File: src/rtl/ofs_plat_prim_burst_split_tag_fifo.sv
// One-bit tag FIFO: each entry records whether an issued sink burst closes its source burst.
// Head data is read combinationally so the response path needs no extra pipeline stage.
module ofs_plat_prim_burst_split_tag_fifo #(
    parameter int DEPTH = 64
) (
    input  logic clk,
    input  logic reset_n,
    input  logic push,
    input  logic push_data,
    input  logic pop,
    output logic head_data,
    output logic full,
    output logic empty
);
    localparam int PTR_W = (DEPTH > 1) ? $clog2(DEPTH) : 1;
    localparam int CNT_W = PTR_W + 1;

    logic             mem_reg [DEPTH];
    logic [PTR_W-1:0] wr_ptr_reg;
    logic [PTR_W-1:0] rd_ptr_reg;
    logic [CNT_W-1:0] count_reg;
    logic [CNT_W-1:0] count_next;
    logic             full_reg;
    logic             empty_reg;
    logic             do_push;
    logic             do_pop;

    // Requests against full/empty are dropped here so the pointers can never overrun.
    assign do_push = push & ~full_reg;
    assign do_pop  = pop & ~empty_reg;

    always_comb begin
        count_next = count_reg;
        if (do_push && !do_pop)
            count_next = count_reg + 1'b1;
        else if (!do_push && do_pop)
            count_next = count_reg - 1'b1;
    end

    always_ff @(posedge clk or negedge reset_n) begin
        if (!reset_n) begin
            wr_ptr_reg <= '0;
            rd_ptr_reg <= '0;
            count_reg  <= '0;
            full_reg   <= 1'b0;
            empty_reg  <= 1'b1;
        end else begin
            if (do_push)
                wr_ptr_reg <= wr_ptr_reg + 1'b1;
            if (do_pop)
                rd_ptr_reg <= rd_ptr_reg + 1'b1;
            count_reg <= count_next;
            full_reg  <= (count_next == CNT_W'(DEPTH));
            empty_reg <= (count_next == '0);
        end
    end

    always_ff @(posedge clk) begin
        if (do_push)
            mem_reg[wr_ptr_reg] <= push_data;
    end

    assign head_data = mem_reg[rd_ptr_reg];
    assign full      = full_reg;
    assign empty     = empty_reg;
endmodule

File: src/rtl/ofs_plat_prim_burst_split_rsp_merge.sv
// Merges split sink response bursts back into one response burst per source request by
// masking rsp_in_last unless the head tag marks the final sink piece of its source burst.
module ofs_plat_prim_burst_split_rsp_merge #(
    parameter int DATA_WIDTH             = 512,
    parameter int MAX_ACTIVE_SINK_BURSTS = 64,
    parameter int SRC_CNT_WIDTH          = 10
) (
    input  logic                     clk,
    input  logic                     reset_n,
    input  logic                     sink_req_en,
    input  logic                     sink_req_is_last,
    output logic                     sink_req_ready,
    input  logic                     rsp_in_valid,
    input  logic                     rsp_in_last,
    input  logic [DATA_WIDTH-1:0]    rsp_in_data,
    output logic                     rsp_in_ready,
    output logic                     rsp_out_valid,
    output logic                     rsp_out_last,
    output logic [DATA_WIDTH-1:0]    rsp_out_data,
    input  logic                     rsp_out_ready,
    output logic [SRC_CNT_WIDTH-1:0] src_outstanding,
    output logic                     err_underflow
);
    logic                     active_reg;
    logic                     tag_full;
    logic                     tag_empty;
    logic                     head_tag;
    logic                     tag_push;
    logic                     tag_pop;
    logic                     src_inc;
    logic                     src_dec;
    logic [SRC_CNT_WIDTH-1:0] src_cnt_reg;
    logic                     err_underflow_reg;

    // Holds sink_req_ready low until the first clock after reset release.
    always_ff @(posedge clk or negedge reset_n) begin
        if (!reset_n)
            active_reg <= 1'b0;
        else
            active_reg <= 1'b1;
    end

    assign sink_req_ready = active_reg & ~tag_full;
    assign tag_push       = sink_req_en & sink_req_ready;

    ofs_plat_prim_burst_split_tag_fifo #(
        .DEPTH(MAX_ACTIVE_SINK_BURSTS)
    ) tag_fifo (
        .clk      (clk),
        .reset_n  (reset_n),
        .push     (tag_push),
        .push_data(sink_req_is_last),
        .pop      (tag_pop),
        .head_data(head_tag),
        .full     (tag_full),
        .empty    (tag_empty)
    );

    assign rsp_out_valid = rsp_in_valid & ~tag_empty;
    assign rsp_in_ready  = rsp_out_ready & ~tag_empty;
    assign rsp_out_data  = rsp_in_data;
    assign rsp_out_last  = rsp_in_last & head_tag;
    assign tag_pop       = rsp_in_valid & rsp_in_ready & rsp_in_last;

    assign src_inc = tag_push & sink_req_is_last;
    assign src_dec = tag_pop & head_tag;

    always_ff @(posedge clk or negedge reset_n) begin
        if (!reset_n) begin
            src_cnt_reg       <= '0;
            err_underflow_reg <= 1'b0;
        end else begin
            if (src_inc && !src_dec && (src_cnt_reg != '1))
                src_cnt_reg <= src_cnt_reg + 1'b1;
            else if (src_dec && !src_inc && (src_cnt_reg != '0))
                src_cnt_reg <= src_cnt_reg - 1'b1;
            if (rsp_in_valid && tag_empty)
                err_underflow_reg <= 1'b1;
        end
    end

    assign src_outstanding = src_cnt_reg;
    assign err_underflow   = err_underflow_reg;

`ifndef SYNTHESIS
    always @(posedge clk) begin
        if (reset_n && sink_req_en)
            assert (sink_req_ready)
            else $error("sink_req_en asserted while the tag FIFO cannot accept");
    end
`endif
endmodule

File: config.mk
export PLATFORM = sky130hd
export DESIGN_NAME = ofs_plat_prim_burst_split_rsp_merge
export DESIGN_NICKNAME = d
export VERILOG_FILES = /design/src/rtl/ofs_plat_prim_burst_split_tag_fifo.sv /design/src/rtl/ofs_plat_prim_burst_split_rsp_merge.sv
export SDC_FILE = /design/constraint.sdc
export NUM_CORES = 1
export LEC_CHECK = 0
export BUFFER_PORTS_ARGS = -buffer_cell sky130_fd_sc_hd__buf_2
export CORE_AREA = 4 4 410 412
export CTS_BUF_LIST = sky130_fd_sc_hd__clkbuf_4
export CTS_CLUSTER_DIAMETER = 200
export DETAILED_ROUTE_END_ITERATION = 10
export DIE_AREA = 0 0 414 416
export HOLD_SLACK_MARGIN = 0.05
export PLACE_DENSITY = 0.3
export SKIP_LAST_GASP = 1
export SLEW_MARGIN = 5
export SYNTH_ARGS = -nofsm -noshare
export SYNTH_HDL_FRONTEND = slang
export SYNTH_SLANG_ARGS = --single-unit
File: constraint.sdc
create_clock -name clk -period 10 [get_ports clk]
set_clock_uncertainty 0.05 [all_clocks]
set_input_delay 2 -clock clk [delete_from_list [all_inputs] [get_ports clk]]
set_output_delay 2 -clock clk [all_outputs]
set_load 0.01 [all_outputs]
==> run summary <==
RSZ-0062 raised after global routing - no
Synth Area per Inst - 9.609 um^2
post_cts resized - 0
final worst-path cycle share - 0.5205
Worst-Margin Slew - 1.013 ns
final-report hold violation count - 0
Mapped Area - 8610 um^2
Initial Utilization - 0.05236
Crit-path slowest cell - or3b_1
Remaining DRCs - 0
power per cell area - 176.6 nW/um^2
asr flop ratio synth - 0.3402
EDFF count, synth - 64
main flop type after synthesis - edfxtp_1
fin area - 7659 um^2
Layout Area Growth over Synthesis - -11.04%
outcome - complete, no violations
cts bufs inserted - 9
DIE AREA - 172200 um^2
Warnings, synthesis - 0
Max clock buf depth - 2
largest net degree at the start of global routing - 67
# Post-CTS Setup Buffers - 0
share of cells above drive strength 1 - 0.1383
Global Route Usage Sum - 0.04957
Mapped Cells - 896
CTS tree - built
H-tree levels - 3
Die X - 414 um
final WL - 45080 um
Post-DP HPWL - 38730 um
count of max-cap constraint violations - 0
Max FO, Critical Path - 66
Final min period - 5.205 ns
synthesized net count - 1428
worst hold path type - flip-flop to flip-flop
Overall Power - 1.352 mW
max-slew violation total from the final report - 0
Arr. time, crit path - 5.56 ns
post-synth top area share - 0.4464
initial antenna violation count - 2
global-route wire length before repair - 53840 um
sequential area share after synthesis - 0.3193
Die Y - 416 um
Worst-Skew Late Latency - 0.48 ns
Final Net Count - 932
hold buffer count at CTS - 0
CP Capture Type - flip-flop
Rel. slew slack - 0.3248
GP Congestion - 0.6551
Crit path required time - 10.35 ns
Max Freq - 192.1 MHz
total number of vias - 4014
post-synthesis cell type count - 62
DRT iter0 DRCs - 315
most common cell after layout, fill and taps aside - nor2_1
IO buf count - 21
Clk pin slew, worst setup/hold paths - 0.16 ns
Setup-failing EPs final - 0
clock root buffer - clkbuf_4
DR pass1 iterations - 4
kind of critical path - input port to flip-flop
placed cell area - 7516 um^2
mean routed wirelength per cell - 17.37 um
peak supply drop - 0.00005965 V
Final ANT Viol Nets - 0
Core ar. - 164400 um^2
Fill cells - 19.45k
clk sink count - 97
crit-path cells - buf_2, buf_4, o311a_1, or3b_1, ha_1, a21o_1, a211oi_1, o21bai_1, o31ai_1, o21a_1, mux2i_1, xor2_1
leading cell types in the layout, fill and taps excluded - 77 x nor2_1, 64 x edfxtp_1, 32 x dfrtp_1, 26 x nand2_1, 21 x buf_2
area leader, netlist - buf_4
hold path depth - 1
Fin Setup TNS - 0 ns
Rows - 149
critical path's largest stage delay - 0.60 ns
number of global-route vias before repair - 4051
Synth Register Bits - 97
Worst setup SP type - input port
reg2reg path depth - 13
max reg flops - 64
GRT overflow - 0
ranking of synthesized cells by area - buf_4 45%, edfxtp_1 22%, dfrtp_1 9.3%
vias per inst - 1.546
Leak - 1.849 nW
I/O pin count - 1046
power breakdown:
| group | switching, mW | internal [mW] |
|---|---|---|
| Clock | 0.142 | 0.0824 |
| Sequential | 0.142 | 0.488 |
| Combinational | 0.266 | 0.232 |
layer usage:
metal	share of wire	GRT usage	wire (um)
met5	0.0059	0.01306	266
met2	0.37	0.06038	16580
met4	0.043	0.02398	1918
met3	0.31	0.07322	14050
met1	0.27	0.03914	12260
per-stage QoR:
stage                     hold slack [ns]  cells  worst slack (ns)     util
after floorplan                    0.4066    896             5.294        -
after global placement             0.3983   2578             4.249  0.04571
after detailed placement           0.3922   2578             4.242  0.04571
after CTS                          0.4299   2594             4.703  0.04655
after global routing               0.4435   2595             4.545  0.04656
final                              0.4235   2596             4.795  0.04658
area by class of cell:
cell class,instances,area (um^2),share of cell area
Clock buffer,11,82.58,0.01078
Clock inverter,5,55.05,0.007188
Multi-Input combinational cell,261,1878,0.2452
Timing Repair Buffer,23,120.1,0.01568
Sequential cell,97,2749,0.3589
Antenna cell,2,5.005,0.0006535
Tap cell,2189,2739,0.3576
Inverter,8,30.03,0.003921
cells in the mapped netlist, types with 3 or more instances:
library cell / instances
buf_4: 512
nor2_1: 77
edfxtp_1: 64
dfrtp_1: 32
nand2_1: 26
xnor2_1: 18
ha_1: 12
clkbuf_1: 11
nand3_1: 11
mux2i_1: 10
o21ai_0: 9
inv_1: 8
mux4_1: 7
nor2b_1: 7
nand3b_1: 6
mux4_2: 5
a32oi_1: 4
mux2_4: 4
xor2_1: 4
a21o_1: 3
a21oi_1: 3
buf_6: 3
nand4_1: 3
nor3_1: 3
nor4_1: 3
critical path: cells and delay by family:
family                     cells  cell delay (ns)
buffers and inverters          2             0.64
and+or+nand+nor                1             0.60
AOI/OAI and AO/OA              6             1.49
xor gates and xnor gates       1             0.18
adders and majority gates      1             0.39
muxes                          1             0.23
kinds of logic after synthesis:
kind of cell             after synthesis  share of synthesized area
multiplexers                          26                    0.05305
buffers and inverters                538                     0.4626
AND/OR/NAND/NOR                      156                    0.08531
XOR/XNOR                              22                    0.02238
adder cells (fa/ha/maj)               13                    0.01976
flip-flops                            97                     0.3193
AO/OA/AOI/OAI                         43                    0.03720
other                                  1                  0.0004356
path summary, 6_finish.rpt:
path,from,endpoint,slack [ns]
max in group asynchronous,reset_n,src_outstanding[7],7.82
hold / removal,err_underflow,err_underflow,0.42
min in group asynchronous,reset_n,tag_fifo.count_reg[4],1.55
setup / recovery,sink_req_is_last,src_outstanding[9],4.79
hold reg to reg,err_underflow,err_underflow,0.42
setup reg to reg,tag_fifo.rd_ptr_reg[0],src_outstanding[9],4.94
Note: power is estimated with default switching activity, not from simulation.
